==> config.mk <==
export PLATFORM = sky130hd
export DESIGN_NAME = fetch_refill_controller
export DESIGN_NICKNAME = d
export VERILOG_FILES = /design/src/rtl/fetch_refill_controller_pkg.sv /design/src/rtl/fetch_refill_line_buffer.sv /design/src/rtl/fetch_refill_controller.sv
export SDC_FILE = /design/constraint.sdc
export NUM_CORES = 1
export LEC_CHECK = 0
export ABC_CLOCK_PERIOD_IN_PS = 1890
export CAP_MARGIN = 15
export CORE_ASPECT_RATIO = 1.5
export CORE_MARGIN = 3
export CORE_UTILIZATION = 45
export DETAILED_ROUTE_END_ITERATION = 16
export PLACE_DENSITY = 0.8
export SLEW_MARGIN = 5
export SYNTH_ARGS = -nofsm -noshare
export SYNTH_HDL_FRONTEND = slang
export SYNTH_SLANG_ARGS = --single-unit
export TNS_END_PERCENT = 1
==> constraint.sdc <==
create_clock -name clk -period 1.89 [get_ports clk]
set_input_delay 0.378 -clock clk [delete_from_list [all_inputs] [get_ports clk]]
set_output_delay 0.378 -clock clk [all_outputs]
set_load 0.03 [all_outputs]
==> src/rtl/fetch_refill_controller_pkg.sv <==
// Shared types and constants for the I-cache refill controller.
// The optional performance counters are enabled with RSD_REFILL_PERF_COUNTER_EN.
package fetch_refill_controller_pkg;

    localparam int ADDR_WIDTH       = 32;
    localparam int WORD_WIDTH       = 32;
    localparam int LINE_WORDS       = 4;
    localparam int LINE_BYTES       = LINE_WORDS * WORD_WIDTH / 8;
    localparam int LINE_OFFSET_BITS = $clog2(LINE_BYTES);
    localparam int BEAT_IDX_BITS    = $clog2(LINE_WORDS);

    typedef enum logic [1:0] {
        IDLE = 2'd0,
        REQ  = 2'd1,
        WAIT = 2'd2,
        FILL = 2'd3
    } RefillState;

    typedef logic [LINE_WORDS-1:0][WORD_WIDTH-1:0] RefillLinePath;

    function automatic logic [ADDR_WIDTH-1:0] ToLineAddr(input logic [ADDR_WIDTH-1:0] addr);
        logic [ADDR_WIDTH-1:0] line_addr;
        line_addr = addr;
        line_addr[LINE_OFFSET_BITS-1:0] = '0;
        return line_addr;
    endfunction

endpackage

==> src/rtl/fetch_refill_line_buffer.sv <==
// Beat counter and line register that assemble in-order response beats into one cache line.
// Beat 0 lands in the least significant word.
module refill_line_buffer
    import fetch_refill_controller_pkg::*;
(
    input  logic                             clk,
    input  logic                             rst,
    input  logic                             write,
    input  logic                             clear,
    input  logic [WORD_WIDTH-1:0]            data,
    output logic                             last_beat,
    output logic [LINE_WORDS*WORD_WIDTH-1:0] line
);

    logic [BEAT_IDX_BITS-1:0] count_q;
    RefillLinePath            line_q;

    assign last_beat = (count_q == BEAT_IDX_BITS'(LINE_WORDS - 1));
    assign line      = line_q;

    always_ff @(posedge clk) begin
        if (rst) begin
            count_q <= '0;
            line_q  <= '0;
        end else if (clear) begin
            count_q <= '0;
        end else if (write) begin
            line_q[count_q] <= data;
            count_q         <= last_beat ? '0 : count_q + 1'b1;
        end
    end

endmodule

==> src/rtl/fetch_refill_controller.sv <==
// I-cache line refill sequencer: one line-aligned memory read per miss, line written in FILL.
// Define RSD_REFILL_PERF_COUNTER_EN to add the refillCount / refillStallCycles counters.
module fetch_refill_controller
    import fetch_refill_controller_pkg::*;
(
    input  logic                             clk,
    input  logic                             rst,
    input  logic                             missValid,
    input  logic [ADDR_WIDTH-1:0]            missAddr,
    input  logic                             flush,
    output logic                             refillBusy,
    output logic                             refillDone,
    output logic                             memReqValid,
    output logic [ADDR_WIDTH-1:0]            memReqAddr,
    input  logic                             memReqReady,
    input  logic                             memRespValid,
    input  logic [WORD_WIDTH-1:0]            memRespData,
    output logic                             icWE,
    output logic [ADDR_WIDTH-1:0]            icWriteAddr,
    output logic [LINE_WORDS*WORD_WIDTH-1:0] icWriteData,
`ifdef RSD_REFILL_PERF_COUNTER_EN
    output logic [31:0]                      refillCount,
    output logic [31:0]                      refillStallCycles,
`endif
    output logic [1:0]                       refillState
);

    // Memory port handshake: a request transfers on the cycle memReqValid && memReqReady,
    // and address stays stable while waiting; response beats have no back-pressure.

    RefillState              state_q, state_d;
    logic [ADDR_WIDTH-1:0]   line_addr_q, line_addr_d;
    logic                    drop_q, drop_d;
    logic                    after_fill_q;
    logic                    refetch_hit;
    logic                    buf_write, buf_clear, buf_last;
    logic [LINE_WORDS*WORD_WIDTH-1:0] buf_line;

    refill_line_buffer u_line_buffer (
        .clk       (clk),
        .rst       (rst),
        .write     (buf_write),
        .clear     (buf_clear),
        .data      (memRespData),
        .last_beat (buf_last),
        .line      (buf_line)
    );

    // The tag check still reports a miss for the line just written; it hits a cycle later.
    assign refetch_hit = after_fill_q && (ToLineAddr(missAddr) == line_addr_q);
    assign refillState = state_q;

    always_comb begin
        state_d     = state_q;
        line_addr_d = line_addr_q;
        drop_d      = drop_q;
        buf_write   = 1'b0;
        buf_clear   = 1'b0;
        refillBusy  = (state_q != IDLE);
        refillDone  = 1'b0;
        memReqValid = 1'b0;
        memReqAddr  = '0;
        icWE        = 1'b0;
        icWriteAddr = '0;
        icWriteData = '0;
        case (state_q)
            IDLE: begin
                buf_clear = 1'b1;
                if (missValid && !flush && !refetch_hit) begin
                    line_addr_d = ToLineAddr(missAddr);
                    state_d     = REQ;
                end
            end
            REQ: begin
                memReqValid = 1'b1;
                memReqAddr  = line_addr_q;
                if (memReqReady) begin
                    state_d = WAIT;
                    if (flush) drop_d = 1'b1;
                end else if (flush) begin
                    state_d = IDLE;
                end
            end
            WAIT: begin
                buf_write = memRespValid;
                if (flush) drop_d = 1'b1;
                if (memRespValid && buf_last) state_d = FILL;
            end
            FILL: begin
                icWE        = 1'b1;
                icWriteAddr = line_addr_q;
                icWriteData = buf_line;
                refillDone  = !drop_q;
                drop_d      = 1'b0;
                state_d     = IDLE;
            end
            default: state_d = IDLE;
        endcase
    end

    always_ff @(posedge clk) begin
        if (rst) begin
            state_q      <= IDLE;
            line_addr_q  <= '0;
            drop_q       <= 1'b0;
            after_fill_q <= 1'b0;
        end else begin
            state_q      <= state_d;
            line_addr_q  <= line_addr_d;
            drop_q       <= drop_d;
            after_fill_q <= (state_q == FILL);
        end
    end

`ifdef RSD_REFILL_PERF_COUNTER_EN
    logic [31:0] refill_count_q, stall_cycles_q;

    always_ff @(posedge clk) begin
        if (rst) begin
            refill_count_q <= '0;
            stall_cycles_q <= '0;
        end else begin
            if (state_q == FILL && refill_count_q != '1) refill_count_q <= refill_count_q + 32'd1;
            if (refillBusy && stall_cycles_q != '1)      stall_cycles_q <= stall_cycles_q + 32'd1;
        end
    end

    assign refillCount       = refill_count_q;
    assign refillStallCycles = stall_cycles_q;
`endif

endmodule

==> flow_metrics.tcl <==
set metrics [dict create \
    grt_max_degree 108 \
    critPathMaxStageDelay_ns 0.44 \
    finClkSkew_ns 0.006918 \
    route.vias.total 7780 \
    crit_fanout 8 \
    switching_share_pct 23.18 \
    fmax_mhz 510.0 \
    grt_pass1_vias 7371 \
    hold_violations 0 \
    routed_wl_um 26330 \
    crit_family "buffers and inverters" \
    synth_area_mm2 0.007516 \
    ff2ff_path_depth 7 \
    fin_ws_ns -0.07067 \
    synth_area_leaders "dfxtp_1, nand2_1, and3_1" \
    die_x_um 111.5 \
    synth_flop_cell "dfxtp_1" \
    cp_num_buf_inv 3 \
    fin_nets 1305 \
    p_int_uw 6202 \
    critPathCaptureType "register" \
    hold_end "u_line_buffer.line[95]" \
    die_area_mm2 0.01832 \
    hold_start "u_line_buffer.line[95]" \
    core-area_mm2 0.01626 \
    io_buffers 255 \
    cpMaxStageDelayCell "clkdlybuf4s50_1" \
    start_util_pct 46.22 \
    drc 0 \
    grt_pass1_wl_um 38580 \
    clk_path_buf_depth 2 \
    first_pass_iters 5 \
    peakVddDrop_uv 553.1 \
    via_per_inst 5.369 \
    drt_iter0_markers 518 \
    r2r-start "line_addr_q[12]" \
    ys_seq_elements 162 \
    tightest_slew_ns 0.5198 \
    gp_congestion 0.9075 \
    clock-sinks 162 \
    whs_ns 0.4488 \
    ant_nets 0 \
    cp.arrival_ns 2.26 \
    ff2ff_setup_slack_ns -0.01 \
    cellPowerDensity_mw_per_mm2 696.5 \
    clock_power_share_pct 47.1 \
    cp.required_ns 2.19 \
    finalPower_uw 8074 \
    period_needed_ns 1.961 \
    yosys.area.top_type "dfxtp_1" \
    ys_warn_count 0 \
    rsz0062_at_grt "yes" \
    cts_hold_buf 0 \
    postSynth.asyncResetShare_pct 0 \
    cts_root_buf "clkbuf_16" \
    timing.rr.end "line_addr_q[23]" \
    clkTransAtPathRegs_ns 0.06 \
    status "finished with violations" \
    finalSetupViolCount 96 \
    syn2layout_area_growth_pct 54.24 \
    pin_count 268 \
    drive_gt1_share_pct 32.58 \
    grtUsageTotal_pct 26.24 \
    p_leak_uw 0.005007 \
    grt-ovfl-total 0 \
    syn_avg_cell_area_um2 7.561 \
    fin_crit_sh_pct 103.7 \
    die_height_um 164.3 \
    clk_latency_ns 0.42 \
    switching_power_uw 1872 \
    n_antenna_cell 0 \
    synth_top_area_share_pct 43.15 \
    maxSlewHeadroom_pct 65.35 \
    final_util_pct 71.29 \
    synth_edf_count 0 \
    synth_cell_types 29 \
    cp-start-kind "input pin" \
    p_seq_share_pct 43.4 \
    antenna_found_initial 0 \
    worstPathCellList "clkdlybuf4s50_1 -> xnor2_1 -> nand4_1 -> nor4_2 -> a2111oi_4 -> buf_4 -> clkbuf_16 -> mux2i_1" \
    hold_class "reg2reg" \
    synthCells 994 \
    cts-buffers-inserted 17 \
    violations "setup timing" \
    place_ws_ns -0.4239 \
    wl_per_cell_um 18.17 \
    cts_tree "built" \
    maxSlewViolCount 0 \
    combPwrFrac_pct 9.5 \
    ys_seq_area_share_pct 43.15 \
    crit_type "in2reg" \
    drv_cap 0 \
    hpwl_um 16920 \
    rows 57 \
    whs_path_depth 2 \
    htree_levels 4 \
]
==> registers in the layout, summed over array words and instances (netlist names), named ones only <==
name and cells:
after_fill_q 1, refillState 1, u_line_buffer.line 128, drop_q 1
line_addr_q 28, u_line_buffer.count_q 2
==> metal layers <==
layer  track usage [%]  vias to the layer above  wire length (um)
li1                  -                     3738                 -
met1             29.47                     3657              9790
met2             46.43                      313             13720
met3             5.455                       72              1627
met4             14.22                        0              1183
met5                 0                        -                 0
==> placed cells by master (no fill, tap or decap), drive strengths merged, types with 8 or more instances in the layout <==
cell type and count:
and3 160, clkdlybuf4s50 64, and2 29, conb 8, a21oi 131, nand2 320, mux2i 28, clkbuf 25
dfxtp 162, xnor2 28, buf 239, inv 9
==> stage by stage <==
stage	cell area, um^2	setup TNS, ns	instances
2_1_floorplan	7682	-0.3895	1001
3_3_place_gp	10110	-11.15	1403
3_5_place_dp	10110	-12.02	1403
4_1_cts	10930	-5.463	1436
5_1_grt	11590	-10.34	1449
6_report	11590	-2.332	1449
==> tightest hold or removal path, stage by stage, from the launching register on <==
cell and delay, ns:
dfxtp_1 0.30, nand2_1 0.05, a21oi_1 0.05
==> timing repair <==
item,4_1_cts,5_1_grt
endpoints found under the setup margin,173,210
gates resized for setup,39,124
cloned,1,5
pin swaps,0,5
setup buffers,1,8
==> cell families after synthesis <==
| kind of cell | after synthesis | synth area share [%] |
|---|---|---|
| DFF | 162 | 43.15 |
| AOI/OAI and AO/OA | 137 | 9.539 |
| other | 1 | 0.04989 |
| adders and majority gates | 4 | 0.6659 |
| and+or+nand+nor | 530 | 33.56 |
| xor gates and xnor gates | 28 | 3.263 |
| muxes | 28 | 3.729 |
| buffers and inverters | 104 | 6.043 |
==> cells in the mapped netlist (2+ instances only) <==
library cell  count
xnor2_1          28
buf_4             9
inv_1             5
nand4_1           6
ha_1              4
o21ai_0           2
dfxtp_1         162
nand2_1         320
mux2i_1          28
nor2_1            5
a21oi_1         131
clkbuf_1         79
and2_1           29
and3_1          160
nor2b_1           4
buf_2             9
==> worst max-delay path by stage <==
stage                   startpoint         endpoint  slack [ns]  cells after the start
floorplan           refillState[0]   memReqAddr[10]       -0.04                      4
global placement      missAddr[15]  line_addr_q[10]       -0.38                      8
detailed placement    missAddr[15]  line_addr_q[27]       -0.42                      8
CTS                       register       refillDone       -0.09                      4
global route        refillState[0]   memReqAddr[29]       -0.11                      4
finish                missAddr[10]  line_addr_q[23]       -0.07                      8
==> layout make-up <==
| class | count | area (um^2) |
|---|---|---|
| fill | 1288 | 4668 |
| clock inverter | 11 | 200.2 |
| clock buffer | 20 | 446.7 |
| sequential | 162 | 3251 |
| timing repair buffer | 310 | 3368 |
| inverter | 5 | 18.77 |
| multi-input combinational | 735 | 4050 |
| tap | 206 | 257.7 |
==> power groups by stage <==
stage / Clock (uW) / Combinational (uW) / Sequential [uW]
CTS: 3870 / 686 / 3500
global placement: 0 / 667 / 3580
finish: 3810 / 763 / 3500
floorplan: 0 / 340 / 3570
global route: 4020 / 802 / 3510
detailed placement: 0 / 670 / 3580
Note: power is estimated with default switching activity, not from simulation.
